### src/rtl/uart_prog_loader_if.sv
// Instruction-memory write port driven by the UART program loader.
// The loader is the master and the instruction memory is the slave.
interface uart_prog_loader_if #(
    parameter int ADDR_WIDTH = 14
);
    logic                  imem_we;
    logic [ADDR_WIDTH-1:0] imem_addr;
    logic [31:0]           imem_wdata;

    modport master (output imem_we, imem_addr, imem_wdata);
    modport slave  (input  imem_we, imem_addr, imem_wdata);
endinterface

### src/rtl/uart_prog_loader.sv
// Boot loader: receives a framed program image over 8N1 UART and writes it into instruction memory.
// The CPU core is held in reset while a load is in progress or after a failed load.
module uart_prog_loader #(
    parameter int CLK_FREQ   = 100000000,
    parameter int BAUD       = 115200,
    parameter int ADDR_WIDTH = 14
) (
    input  logic               clk,
    input  logic               rst,
    input  logic               rx,
    input  logic               start,
    uart_prog_loader_if.master imem,
    output logic               cpu_rst,
    output logic               busy,
    output logic               done,
    output logic               err
);
    localparam int BAUD_DIV = CLK_FREQ / BAUD;
    localparam int CNT_W    = $clog2(BAUD_DIV);
    localparam logic [CNT_W-1:0]      HALF_M1   = CNT_W'(BAUD_DIV / 2 - 1);
    localparam logic [CNT_W-1:0]      FULL_M1   = CNT_W'(BAUD_DIV - 1);
    localparam logic [16:0]           MAX_WORDS = 17'(2 ** ADDR_WIDTH);
    localparam logic [ADDR_WIDTH-1:0] IDX_ONE   = ADDR_WIDTH'(1);

    typedef enum logic [1:0] {RX_IDLE, RX_START, RX_DATA, RX_STOP} rx_state_t;
    typedef enum logic [2:0] {
        S_IDLE, S_SYNC, S_LEN_LO, S_LEN_HI, S_DATA, S_CSUM, S_DONE, S_ERR
    } state_t;

    rx_state_t             rx_state;
    logic                  rx_meta, rx_sync, rx_prev;
    logic [CNT_W-1:0]      rx_cnt;
    logic [2:0]            bit_idx;
    logic [7:0]            rx_byte;
    logic                  byte_valid, frame_err;

    state_t                state, next_state;
    logic [7:0]            len_lo;
    logic [15:0]           n_full;
    logic                  len_bad;
    logic [ADDR_WIDTH-1:0] last_idx, word_idx;
    logic [1:0]            byte_idx;
    logic [7:0]            sum;
    logic [31:0]           word_buf, word_next;

    // Start bit is re-checked at mid-bit so short low glitches are dropped silently
    always_ff @(posedge clk or posedge rst) begin
        if (rst) begin
            rx_meta    <= 1'b1;
            rx_sync    <= 1'b1;
            rx_prev    <= 1'b1;
            rx_state   <= RX_IDLE;
            rx_cnt     <= '0;
            bit_idx    <= '0;
            rx_byte    <= '0;
            byte_valid <= 1'b0;
            frame_err  <= 1'b0;
        end else begin
            rx_meta    <= rx;
            rx_sync    <= rx_meta;
            rx_prev    <= rx_sync;
            byte_valid <= 1'b0;
            frame_err  <= 1'b0;
            case (rx_state)
                RX_IDLE: begin
                    if (rx_prev && !rx_sync) begin
                        rx_state <= RX_START;
                        rx_cnt   <= '0;
                    end
                end
                RX_START: begin
                    if (rx_cnt == HALF_M1) begin
                        rx_cnt   <= '0;
                        bit_idx  <= '0;
                        rx_state <= rx_sync ? RX_IDLE : RX_DATA;
                    end else begin
                        rx_cnt <= rx_cnt + 1'b1;
                    end
                end
                RX_DATA: begin
                    if (rx_cnt == FULL_M1) begin
                        rx_cnt  <= '0;
                        rx_byte <= {rx_sync, rx_byte[7:1]};
                        bit_idx <= bit_idx + 3'd1;
                        if (bit_idx == 3'd7)
                            rx_state <= RX_STOP;
                    end else begin
                        rx_cnt <= rx_cnt + 1'b1;
                    end
                end
                RX_STOP: begin
                    if (rx_cnt == FULL_M1) begin
                        rx_cnt     <= '0;
                        rx_state   <= RX_IDLE;
                        byte_valid <= rx_sync;
                        frame_err  <= !rx_sync;
                    end else begin
                        rx_cnt <= rx_cnt + 1'b1;
                    end
                end
                default: rx_state <= RX_IDLE;
            endcase
        end
    end

    assign n_full  = {rx_byte, len_lo};
    assign len_bad = (n_full == 16'd0) || ({1'b0, n_full} > MAX_WORDS);

    always_comb begin
        word_next = word_buf;
        word_next[{byte_idx, 3'b000} +: 8] = rx_byte;
    end

    always_ff @(posedge clk or posedge rst) begin
        if (rst)
            state <= S_IDLE;
        else
            state <= next_state;
    end

    always_comb begin
        next_state = state;
        case (state)
            S_IDLE, S_DONE, S_ERR: begin
                if (start)
                    next_state = S_SYNC;
            end
            default: begin
                if (frame_err) begin
                    next_state = S_ERR;
                end else if (byte_valid) begin
                    case (state)
                        S_SYNC:   if (rx_byte == 8'hA5) next_state = S_LEN_LO;
                        S_LEN_LO: next_state = S_LEN_HI;
                        S_LEN_HI: next_state = len_bad ? S_ERR : S_DATA;
                        S_DATA:   if (byte_idx == 2'd3 && word_idx == last_idx) next_state = S_CSUM;
                        S_CSUM:   next_state = (rx_byte == sum) ? S_DONE : S_ERR;
                        default:  next_state = state;
                    endcase
                end
            end
        endcase
    end

    always_comb begin
        busy    = state inside {S_SYNC, S_LEN_LO, S_LEN_HI, S_DATA, S_CSUM};
        done    = (state == S_DONE);
        err     = (state == S_ERR);
        cpu_rst = busy | err;
    end

    // Word assembly and the one-cycle write strobe; the address/data hold between writes
    always_ff @(posedge clk or posedge rst) begin
        if (rst) begin
            len_lo          <= '0;
            last_idx        <= '0;
            word_idx        <= '0;
            byte_idx        <= '0;
            sum             <= '0;
            word_buf        <= '0;
            imem.imem_we    <= 1'b0;
            imem.imem_addr  <= '0;
            imem.imem_wdata <= '0;
        end else begin
            imem.imem_we <= 1'b0;
            if (byte_valid) begin
                case (state)
                    S_LEN_LO: len_lo <= rx_byte;
                    S_LEN_HI: begin
                        last_idx <= ADDR_WIDTH'(n_full - 16'd1);
                        word_idx <= '0;
                        byte_idx <= '0;
                        sum      <= '0;
                    end
                    S_DATA: begin
                        sum      <= sum + rx_byte;
                        byte_idx <= byte_idx + 2'd1;
                        word_buf <= word_next;
                        if (byte_idx == 2'd3) begin
                            imem.imem_we    <= 1'b1;
                            imem.imem_addr  <= word_idx;
                            imem.imem_wdata <= word_next;
                            word_idx        <= word_idx + IDX_ONE;
                        end
                    end
                    default: ;
                endcase
            end
        end
    end
endmodule

### src/flat_wrapper.sv
// flat-port wrapper written by rule: the top's interface ports become plain ports
module uart_prog_loader_flat 
#(
    parameter int CLK_FREQ   = 100000000,
    parameter int BAUD       = 115200,
    parameter int ADDR_WIDTH = 14
)
  (clk, rst, rx, start, cpu_rst, busy, done, err, imem_imem_we, imem_imem_addr, imem_imem_wdata);
  uart_prog_loader_if #(.ADDR_WIDTH(ADDR_WIDTH)) imem_i ();
  input  logic clk;
  input  logic rst;
  input  logic rx;
  input  logic start;
  output logic cpu_rst;
  output logic busy;
  output logic done;
  output logic err;
  output wire logic [$bits(imem_i.imem_we)-1:0] imem_imem_we;
  output wire logic [$bits(imem_i.imem_addr)-1:0] imem_imem_addr;
  output wire logic [$bits(imem_i.imem_wdata)-1:0] imem_imem_wdata;
  assign imem_imem_we = imem_i.imem_we;
  assign imem_imem_addr = imem_i.imem_addr;
  assign imem_imem_wdata = imem_i.imem_wdata;
  uart_prog_loader #(.CLK_FREQ(CLK_FREQ), .BAUD(BAUD), .ADDR_WIDTH(ADDR_WIDTH)) u_core (.clk(clk), .rst(rst), .rx(rx), .start(start), .imem(imem_i), .cpu_rst(cpu_rst), .busy(busy), .done(done), .err(err));
endmodule
### config.mk
export PLATFORM = sky130hd
export DESIGN_NAME = uart_prog_loader_flat
export DESIGN_NICKNAME = d
export VERILOG_FILES = /design/src/rtl/uart_prog_loader_if.sv /design/src/rtl/uart_prog_loader.sv /design/src/flat_wrapper.sv
export SDC_FILE = /design/constraint.sdc
export NUM_CORES = 1
export LEC_CHECK = 0
export BUFFER_PORTS_ARGS = -buffer_cell sky130_fd_sc_hd__buf_2
export CAP_MARGIN = 0
export CORE_MARGIN = 5
export CORE_UTILIZATION = 45
export DETAILED_ROUTE_END_ITERATION = 8
export GPL_TIMING_DRIVEN = 0
export HOLD_SLACK_MARGIN = 0.08
export RECOVER_POWER = 100
export SLEW_MARGIN = 10
export SYNTH_ARGS = -nofsm -noshare
export SYNTH_HDL_FRONTEND = slang
export SYNTH_SLANG_ARGS = --single-unit
### constraint.sdc
create_clock -name clk -period 5.6 [get_ports clk]
set_input_delay 1.12 -clock clk [delete_from_list [all_inputs] [get_ports clk]]
set_output_delay 1.12 -clock clk [all_outputs]
set_load 0.02 [all_outputs]
Word level (Yosys, flattened, before mapping)
Index checks and enable logic that the tools add are counted.

word-level totals
  register bits = 156
  input bits = 4
  output and inout port bits = 51
  logic and storage cells = 115

cells by class
  add/sub/neg operators = 7
  $lt $le $gt $ge = 1
  equality and inequality tests = 26
  shift operators = 2
  muxes and demuxes = 35
  bitwise gates (word level) = 1
  reduce and logical (&&, ||, !) cells = 24

operators with widths
  kind                                                    number
  bitwise mux 32 bit                                      1
  variable shift 8 x 7 -> 32 bit (first input constant)   1
  variable part select 8 x 7 -> 32 bit                    1
  two-way mux 10 bit                                      3
  case mux 10 bit (3 select lines)                        1
  case mux 14 bit (2 select lines)                        1
  two-way mux 3 bit                                       8
  > comparator 16 x 15 -> 1 bit (second input constant)   1
  zero test 16 bit                                        1
  case mux 8 bit (2 select lines)                         1
  equality test 3 bit (second input constant)             5
  case mux 3 bit (5 select lines)                         1
  adder 14 x 1 -> 14 bit (second input constant)          1
  equality test 14 bit                                    1
  two-way mux 14 bit                                      1
  two-way mux 2 bit                                       7
  subtractor 14 x 1 -> 14 bit (second input constant)     1
  inequality test 2 x 1 -> 1 bit (second input constant)  6
  adder 10 x 1 -> 10 bit (second input constant)          1
  equality test 10 bit (second input constant)            1
  equality test 10 x 9 -> 1 bit (second input constant)   1
  AND reduction 2 bit                                     5
  AND reduction 5 bit                                     2
  AND reduction 3 bit                                     3
  28 further kinds                                        41

Depth between registers and ports, before layout
Gate-level depths: netlist of the first run.

  depth after elaboration = 7
  mapped depth = 9
  mapped depth without buffers = 9

Worst setup path before layout of the first run
No wires, ideal clock.

  path type = reg-to-output
  from = reg u_core.state[2]
  to = out cpu_rst
  arrival = 1408 ps
  data required time = 4480 ps
  path slack = 3072 ps
  stages on the path, launching flop included = 6
  path buffers = 1
  path through = dfrtp_1 -> clkbuf_1 -> nand2_1 -> nand2_1 -> inv_1 -> or2_2

between the ends
  cells in the longest elaborated chain, start to end = 3
  elaborated cells between the ends (all ways) = 8
  classes of those cells = 6 x eq/ne; 1 x bitwise; 1 x reduce/logical

ends and longest elaborated chain
  item                                                  RTL line                 RTL
  from (decl)                                           uart_prog_loader.sv:37   state_t state, next_state;
  from (signal assigned)                                uart_prog_loader.sv:118  state <= next_state;
  equality test 3 x 1 -> 1 bit (tied with other cells)  uart_prog_loader.sv:146  busy = state inside {S_SYNC, S_LEN_LO, S_LEN_HI, S_DATA, S_CSUM};
  nonzero test 5 bit (*)                                uart_prog_loader.sv:146
  named net busy                                        flat_wrapper.sv:15       output logic busy;
  OR 1 bit (*)                                          uart_prog_loader.sv:149  cpu_rst = busy | err;
  to (decl)                                             flat_wrapper.sv:14       output logic cpu_rst;

Mark *: on every way through the listed nets, which the timed path passes. The rest lies on a longest branch.

Worst setup path after layout of the first run
  from = reg u_core.state[2]
  to = out cpu_rst

between the ends
  cells in the longest elaborated chain, start to end = 3
  elaborated cells between the ends (all ways) = 8
  classes of those cells = 6 x eq/ne; 1 x bitwise; 1 x reduce/logical

ends and longest elaborated chain
  item                                                  RTL line
  equality test 3 x 1 -> 1 bit (tied with other cells)  uart_prog_loader.sv:146
  nonzero test 5 bit                                    uart_prog_loader.sv:146
  OR 1 bit (*)                                          uart_prog_loader.sv:149

Mark *: on every way between the ends. The rest lies on a longest branch, timed or not.

==> flow_summary.ini, run 1 <==
[outcome]
violations = max-capacitance violations, max-slew violations
outcome = finished, violations left

[sta]
min_period_ps = 3178
max_slew_margin = -0.7467
rsz0062_at_grt = no
fin_skew_ps = 8.909
worst_pin_slew_ps = 2606
fmax_mhz = 314.7
finalCritPeriodShare = 0.5674
layout_setup_ws_ps = 2422
final.setup.tns_ps = 0
drv_slew = 78
hold_violations = 0
finalSetupViolCount = 0

[clock_network]
clock_latency_ps = 430
post_cts_buffers = 0
clkTransAtPathRegs_ps = 70
numCtsBuffers = 17
cts.sinks = 156
ctsHoldBuffers = 0
htreeDepth = 4
cts_root_buf = clkbuf_16
cts.repair.resized = 0
clk_path_buf_depth = 2
cts_tree = yes

[detailed_routing]
wl_per_cell_um = 17.18
first_iter_violations = 370
vias = 5854
detail_route.vias_per_cell = 5.575
wl_um = 18040
drt.antenna.violating_nets = 0
drc = 0
dr.pass1.iters = 5

[setup_path]
cp_cell_sequence = clkbuf_1 > nand2_1 > nand2_1 > inv_1 > or2_2 > clkbuf_1
crit_buf_inv = 3
cp_data_arrival_time_ps = 2060
worstPathRequired_ps = 4480
slowest_delay_ps = 510
cp_top_family = buffers and inverters
r2r_cells = 8
crit_type = reg2out
cp-start-kind = flop
worstSetupPathDepth = 6
worst_path_max_delay_cell = dfrtp_1
end_kind = output port
cp_max_fo = 10

[placement]
portBuffers = 54
place_hpwl_um = 12510
pre_cts_slack_ps = 2848
finalWeightedCongestion = 0.8726

[logic_synthesis]
synth_cell_types = 72
synth.mux.area_fraction = 0.02342
synthAdderAreaFrac = 0.03886
async_flop_share = 1.000
synth.yosys.seq_area_share = 0.5187
syn_area_mm2 = 0.007533
synth_enable_flop_cells = 0
synth_fp_nets = 769
synth_warnings = 0
synth-compound-area-share = 0.1548
syn-mean-instance-area_um2 = 10.14
synth-xor-area-share = 0.04750
synthSimpleGateAreaFrac = 0.1795
synth_top_family_by_area = simple AND/OR/NAND/NOR gates
syn_inst = 743
synth.ff_latch_count = 156
synth_top_flop_cell = dfrtp_1

[final_layout]
mostFrequentLayoutCells = dfrtp_1 (153), nand2_1 (99), nor2_1 (97)
nets = 843
multi_input_area_mm2 = 0.003289
antennaDiodeCount = 0
nFillCells = 1498
area_growth_pct = 14.17
final_common_cell = dfrtp_1
drive_above_1_share = 0.07952
regArea_mm2 = 0.003908

[pwr]
power_density_mw_per_mm2 = 320.8
p_leak_nw = 3.980
vdd_drop_max_mv = 0.2567
total_power_w = 0.002760

[die]
core_area_mm2 = 0.01652
ios = 55
die_y_um = 139.4
std_cell_rows = 47
die_w_um = 139.4
start_util = 0.4559
dieArea_mm2 = 0.01943

[min_path]
min_path_type = reg2reg
whs_path_depth = 0

[global_routing]
grt_usage = 0.1895
antenna_found_initial = 1
grt_pass1_wl_um = 29880
overflow = 0
grt_pass1_vias = 5775
grt_max_degree = 101

[run]
cap_violations = 3
-- worst register-to-register path: cells and delay by family, from the launching register on --
kind	cells	cell delay (ps)
flops	1	370
simple gates	4	1160
buf+inv	4	1560
-- report_power, final --
part	internal, W	total [W]	leakage (nW)	switching [W]
clock network	0.000741	0.00121	0.301	0.000471
registers	0.00116	0.00121	2.15	0.0000438
logic	0.000129	0.000341	1.53	0.000211
-- path summary, 6_finish.rpt --
check | startpoint | endpoint | slack, ps
setup reg to reg | u_core.state[0] | u_core.imem.imem_wdata[16] | 2440
hold / removal | u_core.rx_meta | u_core.rx_sync | 360
hold reg to reg | u_core.rx_meta | u_core.rx_sync | 360
setup / recovery | u_core.state[2] | cpu_rst | 2420
min in group asynchronous | rst | u_core.rx_cnt[0] | 1420
max in group asynchronous | rst | u_core.imem.imem_wdata[9] | 2890
-- flip-flops by register name (all words and copies together) (netlist names), 3 cells and up, named ones only --
name	flops
u_core.bit_idx	3
u_core.imem.imem_addr	14
u_core.imem.imem_wdata	32
u_core.last_idx	14
u_core.len_lo	8
u_core.rx_byte	8
u_core.rx_cnt	10
u_core.state	3
u_core.sum	8
u_core.word_buf	32
u_core.word_idx	14
-- metal layers --
metal  track usage  share of wire
met5             0        0.00072
met4       0.06025          0.015
met1        0.2508           0.45
met3       0.04631          0.047
met2        0.3087           0.49
-- synthesized netlist by cell type (11+ instances only) --
library cell,number,area share
nand3_1,11,0.0073
xnor2_1,26,0.030
clkbuf_1,26,0.013
a22o_1,34,0.040
o21ai_0,38,0.025
mux2_2,13,0.019
a21oi_1,13,0.0086
inv_1,21,0.010
nand2_1,99,0.049
nor2_1,96,0.048
xor2_1,13,0.015
dfrtp_1,153,0.51
a221oi_1,32,0.037
ha_1,21,0.035
-- area by class of cell --
type / instances / share of cell area
inverters: 27 / 0.01193
plain buffers: 41 / 0.01920
multi-input cells: 519 / 0.3825
clock inverters: 12 / 0.01862
repair buffers: 55 / 0.02720
flip-flops and latches: 156 / 0.4543
well taps: 220 / 0.03200
clock buffers: 20 / 0.05426
-- per-stage QoR --
| stage | cells | util | hold WS, ps | area (um^2) |
|---|---|---|---|---|
| after floorplan | 743 | - | 345.2 | 7533 |
| after global placement | 1017 | 0.4889 | 350.1 | 8079 |
| after detailed placement | 1018 | 0.4910 | 350.7 | 8114 |
| after CTS | 1050 | 0.5290 | 353.4 | 8741 |
| after global routing | 1050 | 0.5205 | 362.3 | 8601 |
| final | 1050 | 0.5205 | 356.8 | 8601 |
-- cells by family (layout without fill, tap and decap cells) --
logic type | Yosys count | count (layout)
compound gates | 161 | 161
xor+xnor | 40 | 40
fa+ha+maj | 23 | 23
buf+inv | 68 | 155
flops | 156 | 156
mux | 16 | 16
simple gates | 279 | 279
Power figures use the tool's default switching activity.
==> inputs of run 2 (changes only) <==
==> constraint.sdc (replaced) <==
create_clock -name clk -period 3.3 [get_ports clk]
set_input_delay 0.66 -clock clk [delete_from_list [all_inputs] [get_ports clk]]
set_output_delay 0.66 -clock clk [all_outputs]
set_load 0.02 [all_outputs]
==> run 2 against run 1 <==
Against the previous run: the run still ends with max-capacitance violations, max-slew violations left; critical path type is now reg2reg; via count increased by 0.77%; setup slack worse by 1900 ps; count of clock-buffer cells in the layout shrank 1; power increased by 68%; design area grew 0.15%; sequential share of layout area down 0.066 points; hold slack got worse by 35 ps; wire length grew 0.17%; non-clock buffer count up 3; combinational power rose by 70%.
==> flow_summary.ini, run 2 (same netlist as run 1, synthesis figures left out) <==
[pwr]
p_leak_nw = 3.972
power_density_mw_per_mm2 = 538.3
vdd_drop_max_mv = 0.3686

[clock_network]
htreeDepth = 4
cts.sinks = 156
clkTransAtPathRegs_ps = 60
cts_root_buf = clkbuf_16
cts.repair.resized = 0
clock_latency_ps = 420
clk_path_buf_depth = 2
numCtsBuffers = 17
ctsHoldBuffers = 0
cts_tree = yes
post_cts_buffers = 0

[detailed_routing]
first_iter_violations = 329
vias = 5899
wl_um = 18070
drc = 0
drt.antenna.violating_nets = 0
wl_per_cell_um = 17.16
detail_route.vias_per_cell = 5.602
dr.pass1.iters = 4

[die]
die_w_um = 139.4
dieArea_mm2 = 0.01943
core_area_mm2 = 0.01652
std_cell_rows = 47
die_y_um = 139.4
start_util = 0.4559
ios = 55

[setup_path]
cp-start-kind = flop
cp_data_arrival_time_ps = 3170
crit_type = reg2reg
slowest_delay_ps = 510
end_kind = flop
worstPathRequired_ps = 3650
cp_top_family = buffers and inverters
worst_path_max_delay_cell = clkbuf_1
cp_cell_sequence = clkbuf_1 > and4bb_1 > buf_2 > nand2_1 > clkbuf_1 > clkbuf_1 > nand2_1 > nand2_1
cp_max_fo = 10
crit_buf_inv = 4

[final_layout]
nFillCells = 1523
fin_util = 0.5212
drive_above_1_share = 0.08643
final_common_cell = dfrtp_1
regArea_mm2 = 0.003908
antennaDiodeCount = 0
mostFrequentLayoutCells = dfrtp_1 (153), nand2_1 (99), nor2_1 (97)
final_cells = 1053
reg_top3 = u_core.imem.imem_wdata: 32 flops, u_core.word_buf: 32 flops
area_growth_pct = 14.33
nets = 846
multi_input_area_mm2 = 0.003299

[global_routing]
grt_usage = 0.1937
overflow = 0
grt_pass1_wl_um = 30750
antenna_found_initial = 0
grt_pass1_vias = 5892
grt_max_degree = 40

[sta]
layout_setup_ws_ps = 477.7
fmax_mhz = 354.3
hold_violations = 0
fin_skew_ps = 8.275
min_period_ps = 2822
drv_slew = 48
rsz0062_at_grt = no
max_slew_margin = -0.2323
finalCritPeriodShare = 0.8553
worst_pin_slew_ps = 1848
finalSetupViolCount = 0

[placement]
finalWeightedCongestion = 0.8695
pre_cts_slack_ps = 632.2
place_inst = 1021
place_hpwl_um = 12880
portBuffers = 54

[min_path]
min_path_type = in2async

[outcome]
violations = max-capacitance violations, max-slew violations
outcome = finished, violations left

[run]
cap_violations = 2
-- run 2: final cells by class --
cell class,instances,share of cell area
Sequential cell,156,0.4537
Clock inverter,13,0.01903
Multi-Input combinational cell,519,0.3831
Clock buffer,19,0.05142
Tap cell,220,0.03196
Timing Repair Buffer,58,0.02963
Buffer,41,0.01932
Inverter,27,0.01191
-- run 2: worst paths after layout --
path / cells after the start / to / start / slack [ps]
setup / recovery: 8 / u_core.imem.imem_addr[1] / u_core.state[0] / 480
hold / removal: 2 / u_core.rx_cnt[6] / rst / 320
setup reg to reg: 8 / u_core.imem.imem_addr[1] / u_core.state[0] / 480
hold reg to reg: 0 / u_core.rx_sync / u_core.rx_meta / 360
max in group asynchronous: 3 / u_core.word_buf[16] / rst / 870
min in group clk: 1 / u_core.rx_meta / rx / 340
-- run 2: routing by layer --
layer | part of all wire | GRT usage
met4 | 0.022 | 0.07106
met2 | 0.49 | 0.3135
met5 | 0 | 0
met1 | 0.45 | 0.2608
met3 | 0.036 | 0.03671
-- run 2: power by group --
group          switching [W]  internal (W)  leakage, nW  total, W
Clock               0.000791       0.00121        0.294   0.00201
Combinational       0.000360      0.000220         1.53  0.000581
Sequential         0.0000770       0.00197         2.15   0.00205
-- run 2: per-stage QoR --
| stage | instance area [um^2] | setup TNS (ps) | total power [W] | hold slack, ps |
|---|---|---|---|---|
| final | 8613 | 0 | 0.004636 | 321.6 |
| after floorplan | 7537 | 0 | 0.002536 | 345.2 |
| after global routing | 8613 | 0 | 0.004861 | 323.2 |
| after global placement | 8083 | -40140 | 0.002666 | 346.2 |
| after detailed placement | 8163 | 0 | 0.002701 | 349.4 |
| after CTS | 8770 | 0 | 0.004718 | 227.7 |
-- run 2: worst register-to-register path, stage by stage (launching register included) --
cell,delay (ps)
dfrtp_1,330
clkbuf_1,310
and4bb_1,420
buf_2,270
nand2_1,280
clkbuf_1,510
clkbuf_1,420
nand2_1,120
nand2_1,90
